===== src/rtl/dmem_rmw_ctrl_pkg.sv =====
// rtl/dmem_rmw_ctrl_pkg.sv - shared encodings for the data-memory read-merge-write controller
package dmem_rmw_ctrl_pkg;

  typedef enum logic [2:0] {
    IDLE   = 3'd0,
    RWAIT  = 3'd1,
    RDONE  = 3'd2,
    MWAIT  = 3'd3,
    MWRITE = 3'd4
  } rmw_state_t;

  localparam logic [3:0] WSTB_NONE = 4'b0000;
  localparam logic [3:0] WSTB_WORD = 4'b1111;

  typedef enum logic [1:0] {
    REQ_NONE = 2'd0,
    REQ_FULL = 2'd1,
    REQ_PART = 2'd2,
    REQ_READ = 2'd3
  } req_kind_t;

  // Any non-zero strobe makes it a write; MRE only matters when nothing is written.
  function automatic req_kind_t classify(input logic [3:0] wstb, input logic re);
    if (wstb == WSTB_WORD) return REQ_FULL;
    if (wstb != WSTB_NONE) return REQ_PART;
    if (re)                return REQ_READ;
    return REQ_NONE;
  endfunction

endpackage


===== src/rtl/dmem_rmw_ctrl_lane_merge.sv =====
// rtl/dmem_rmw_ctrl_lane_merge.sv - per-byte mux of store data over the word read back from SRAM
module dmem_rmw_ctrl_lane_merge (
  input  logic [3:0]  strb,
  input  logic [31:0] wdata,
  input  logic [31:0] rdata,
  output logic [31:0] merged
);

  // Strobed lanes take the new store data, the rest keep the old memory contents.
  always_comb begin
    merged = rdata;
    for (int n = 0; n < 4; n++) begin
      if (strb[n]) merged[n*8 +: 8] = wdata[n*8 +: 8];
    end
  end

endmodule


===== src/rtl/dmem_rmw_ctrl.sv =====
// rtl/dmem_rmw_ctrl.sv - sequences M-stage loads/stores onto a byte-enable-less single-port SRAM
module dmem_rmw_ctrl
  import dmem_rmw_ctrl_pkg::*;
#(
  parameter int RAM_LAT = 1,
  parameter int AW      = 30
) (
  input  logic          CLK,
  input  logic          RST_X,
  input  logic [29:0]   MADDR,
  input  logic [31:0]   MDATAO,
  input  logic [3:0]    MWSTB,
  input  logic          MRE,
  output logic [31:0]   MDATAI,
  output logic          STALL,
  output logic [AW-1:0] RAM_ADDR,
  output logic [31:0]   RAM_WDATA,
  output logic          RAM_WE,
  output logic          RAM_RE,
  input  logic [31:0]   RAM_RDATA
);

  if (RAM_LAT < 1 || RAM_LAT > 3) begin : g_bad_ram_lat
    $error("dmem_rmw_ctrl: RAM_LAT must be within 1..3");
  end

  localparam logic [1:0] LAT_M1   = 2'(RAM_LAT - 1);
  localparam bit         MULTICYC = (RAM_LAT > 1);

  rmw_state_t    state, state_nx;
  logic [1:0]    cnt, cnt_nx;
  logic          capture;
  logic [AW-1:0] lat_addr;
  logic [31:0]   lat_data;
  logic [3:0]    lat_strb;
  logic [31:0]   merged;
  req_kind_t     req;

  assign req = classify(MWSTB, MRE);

  dmem_rmw_ctrl_lane_merge u_merge (
    .strb   (lat_strb),
    .wdata  (lat_data),
    .rdata  (RAM_RDATA),
    .merged (merged)
  );

  // State, latency counter and the request copy held for the rest of the sequence.
  always_ff @(posedge CLK or negedge RST_X) begin
    if (!RST_X) begin
      state    <= IDLE;
      cnt      <= 2'd0;
      lat_addr <= '0;
      lat_data <= 32'd0;
      lat_strb <= WSTB_NONE;
    end else begin
      state <= state_nx;
      cnt   <= cnt_nx;
      if (capture) begin
        lat_addr <= MADDR[AW-1:0];
        lat_data <= MDATAO;
        lat_strb <= MWSTB;
      end
    end
  end

  // Next state and SRAM/pipeline outputs; all strobes are forced low while reset is held.
  always_comb begin
    state_nx  = state;
    cnt_nx    = cnt;
    capture   = 1'b0;
    STALL     = 1'b0;
    RAM_WE    = 1'b0;
    RAM_RE    = 1'b0;
    MDATAI    = 32'd0;
    RAM_ADDR  = lat_addr;
    RAM_WDATA = lat_data;
    case (state)
      IDLE: begin
        RAM_ADDR  = MADDR[AW-1:0];
        RAM_WDATA = MDATAO;
        case (req)
          REQ_FULL: RAM_WE = 1'b1;
          REQ_PART: begin
            RAM_RE   = 1'b1;
            STALL    = 1'b1;
            capture  = 1'b1;
            cnt_nx   = LAT_M1;
            state_nx = MULTICYC ? MWAIT : MWRITE;
          end
          REQ_READ: begin
            RAM_RE   = 1'b1;
            STALL    = 1'b1;
            capture  = 1'b1;
            cnt_nx   = LAT_M1;
            state_nx = MULTICYC ? RWAIT : RDONE;
          end
          default: ;
        endcase
      end
      RWAIT: begin
        STALL  = 1'b1;
        cnt_nx = cnt - 2'd1;
        if (cnt == 2'd1) state_nx = RDONE;
      end
      RDONE: begin
        MDATAI   = RAM_RDATA;
        state_nx = IDLE;
      end
      MWAIT: begin
        STALL  = 1'b1;
        cnt_nx = cnt - 2'd1;
        if (cnt == 2'd1) state_nx = MWRITE;
      end
      MWRITE: begin
        RAM_WDATA = merged;
        RAM_WE    = 1'b1;
        state_nx  = IDLE;
      end
      default: state_nx = IDLE;
    endcase
    if (!RST_X) begin
      STALL  = 1'b0;
      RAM_WE = 1'b0;
      RAM_RE = 1'b0;
      MDATAI = 32'd0;
    end
  end

endmodule


===== config.mk =====
export PLATFORM = sky130hd
export DESIGN_NAME = dmem_rmw_ctrl
export DESIGN_NICKNAME = d
export VERILOG_FILES = /design/src/rtl/dmem_rmw_ctrl_pkg.sv /design/src/rtl/dmem_rmw_ctrl_lane_merge.sv /design/src/rtl/dmem_rmw_ctrl.sv
export SDC_FILE = /design/constraint.sdc
export NUM_CORES = 1
export LEC_CHECK = 0
export CORE_MARGIN = 3
export CORE_UTILIZATION = 42
export DETAILED_ROUTE_END_ITERATION = 10
export HOLD_SLACK_MARGIN = 0.12
export PLACE_DENSITY = 0.8
export SYNTH_ARGS = -nofsm -noshare
export SYNTH_HDL_FRONTEND = slang
export SYNTH_HIERARCHICAL = 1
export SYNTH_SLANG_ARGS = --single-unit

===== constraint.sdc =====
create_clock -name CLK -period 1.75 [get_ports CLK]
set_input_delay 0.175 -clock CLK [delete_from_list [all_inputs] [get_ports CLK]]
set_output_delay 0.175 -clock CLK [all_outputs]
set_load 0.1 [all_outputs]

==> results.md <==
* Minimum clock period at 2090 ps
* Core ar. at 9910 µm²
* Initial core utilization at 0.4366
* CTS root buf: clkbuf_8
* Slew @ Worst Pin at 880.8 ps
* Post-route insts no fill at 737
* First-pass GRT wire length at 26210 µm
* Routed len/inst at 31.15 µm
* Worst r2r path cells at 7
* Most common cell after layout, fill and taps aside: buf_12
* Ratio of cells with drive above 1 in the final layout at 0.6279
* Netlist cell types at 20
* Avg Cell Area, Syn at 11.85 µm²
* Finished Cell Area at 9276 µm²
* Yosys warns at 6
* Total track usage at 0.3012
* Post-route clock period utilization at 1.195
* Number of port buffers at 197
* Pwr Total at 0.01428 W
* Final WL at 22960 µm
* Hold Fails Final Rpt at 0
* CTS buffer count at 9
* Worst hold-check path type: input pin to asynchronous set/reset pin
* Required time worst endpoint at 1570 ps
* Pin count of the biggest net entering global routing at 67
* Crit-path cells: buf_6 > mux2_4 > mux2i_1 > o21ai_2 > buf_12
* Failing checks: negative setup slack
* Fmax achieved at 0.4784 GHz
* Sequential share of the synthesized area at 0.3933
* Vias at 4355
* Worst-path clk slew at 80 ps
* I/O pin count at 198
* Remaining Overflow, GRT at 0
* First-pass iteration count of the detailed router at 5
* DP Area at 7909 µm²
* Combinational Power Share at 0.714
* Internal Pwr Total at 0.007380 W
* Startpoint Class: flop
* Final nets at 698
* R2R setup slack at -150 ps
* Clock Sinks at 68
* Status: complete, but fails checks
* H-Tree Depth at 3
* Initial antenna violation count at 2
* Setup Viol. Count Final at 149
* Die Y at 107.5 µm
* Reg2reg end: lat_data[24]$_DFFE_PN0P_
* Routability Congestion at 0.7535
* Critical path fanouts, max at 4
* Placed Cells at 682
* Mapped Cells at 365
* RSZ-0062 raised after global routing: true
* Slowest-stage cell, CP: dfrtp_2
* Vias per cell at 5.909
* LEAKAGE at 3.875 nW
* Post-Syn Area at 4327 µm²
* Vias in the first global route at 4540
* Synthesized net count at 466
* Post-DP HPWL at 10030 µm
* Pwr dens at 1539 nW/µm²
* CP Capture Type: output port
* Clk_skew at 17.28 ps
* Switching share of power at 0.4832
* Clock power frac at 0.111
* Crit path kind: flop to output port
* Synth-to-layout area growth at 114.4%
* Switching power at 0.006901 W
* CTS tree: yes
* Slew margin rel. at 0.4128
* Slew Viols, Final at 0
* # Max-Cap Violations at 0
* Critical path data arrival time at 1920 ps
* R2r startpoint: state[2]$_DFFE_PN0P_
* Row cnt at 36
* Post-route DRC at 0
* Post-synthesis register bit count at 68
* Family with the most delay on the worst path: multiplexers
* Clock Tree Buf Depth at 2
* Die W at 107.5 µm
* Bufs and invs on worst path at 2
* VDD IR max at 1488 µV
* Clk_lat worst skew at 370 ps
* Die area at 11560 µm²
* Final TNS setup at -25610 ps
* Setup slack after layout at -340.4 ps
* First DRT Iteration DRCs at 234
* Slowest stage delay, CP at 440 ps
* Reg power frac at 0.175
* WHS at 222.7 ps
* Final ANT Viol Nets at 0
* Most frequent cells in the layout: buf_12, clkdlybuf4s50_1, mux2_4
kinds of logic after synthesis:
logic type / synth area share
buf+inv: 0.04511
mux: 0.4349
simple gates: 0.08502
compound gates: 0.04164
flops: 0.3933
cells in the mapped netlist:
master / n / area, µm²
a211oi_1: 1 / 7.510
and2_1: 32 / 200.2
and3_1: 2 / 12.51
buf_2: 3 / 15.01
buf_4: 4 / 30.03
buf_6: 8 / 90.09
clkbuf_1: 14 / 52.55
dfrtp_1: 68 / 1702
inv_1: 2 / 7.510
mux2_1: 29 / 326.6
mux2_2: 67 / 754.5
mux2_4: 32 / 480.5
mux2i_1: 32 / 320.3
nand2_1: 33 / 123.9
nand4_1: 1 / 6.260
nor2_1: 2 / 7.510
nor2_2: 1 / 6.260
o211ai_2: 1 / 12.51
o21ai_0: 32 / 160.2
or4_4: 1 / 11.26
layer usage:
metal / share of wire / global-route usage
met1: 0.34 / 0.3283
met2: 0.52 / 0.5586
met3: 0.073 / 0.06959
met4: 0.065 / 0.1199
met5: 0 / 0
power groups by stage:
stage	logic, W	clock network [W]	registers, W
2_1_floorplan	0.00569	0	0.00227
3_3_place_gp	0.00811	0	0.00245
3_5_place_dp	0.00824	0	0.00251
4_1_cts	0.00935	0.00152	0.00239
5_1_grt	0.0103	0.00162	0.00254
6_report	0.0102	0.00158	0.00250
per-stage QoR:
step / utilization / setup slack (ps)
after global placement: 0.7981 / -443.8
final: 0.9361 / -340.4
after detailed placement: 0.7981 / -502.1
after CTS: 0.8934 / -213.2
after global routing: 0.9361 / -367.8
after floorplan: - / -294.5
worst max-delay path by stage:
stage                     cells past startpoint                     from  slack, ps                  endpoint
final                                         5  lat_strb[2]$_DFFE_PN0P_       -340             RAM_WDATA[19]
after global routing                          5  lat_strb[2]$_DFFE_PN0P_       -370             RAM_WDATA[19]
after CTS                                     5     state[1]$_DFFE_PN0P_       -210              RAM_ADDR[12]
after detailed placement                      5                 MWSTB[0]       -500  lat_addr[10]$_DFFE_PN0P_
after global placement                        5                 MWSTB[1]       -440  lat_addr[10]$_DFFE_PN0P_
after floorplan                               7     state[2]$_DFFE_PN0P_       -290                     STALL
flip-flops by register name (all words and copies together) (netlist names):
| name | cells |
|---|---|
| lat_data | 32 |
| lat_strb | 4 |
| state | 2 |
| lat_addr | 30 |
what timing repair did:
item,4_1_cts,5_1_grt
buffers inserted,19,4
gates resized for setup,105,34
endpoints found under the hold margin,13,0
hold buffers,1,0
endpoints found under the setup margin,163,149
pin swaps,6,6
cloned,5,9
worst reg2reg max path: cells and delay by family, from the launching register on:
family / cells / cell delay [ps]
compound gates: 1 / 100
buf+inv: 4 / 620
flops: 1 / 470
mux: 1 / 370
simple gates: 1 / 190
area by class of cell:
class	count	area, µm²
antenna	2	5.005
multi-input combinational	266	3358
sequential	68	1712
tap	133	166.4
timing repair buffer	250	3800
inverter	2	7.507
clock inverter	4	72.57
clock buffer	12	155.1
fill	256	633.1
(Power assumes the default switching activity.)
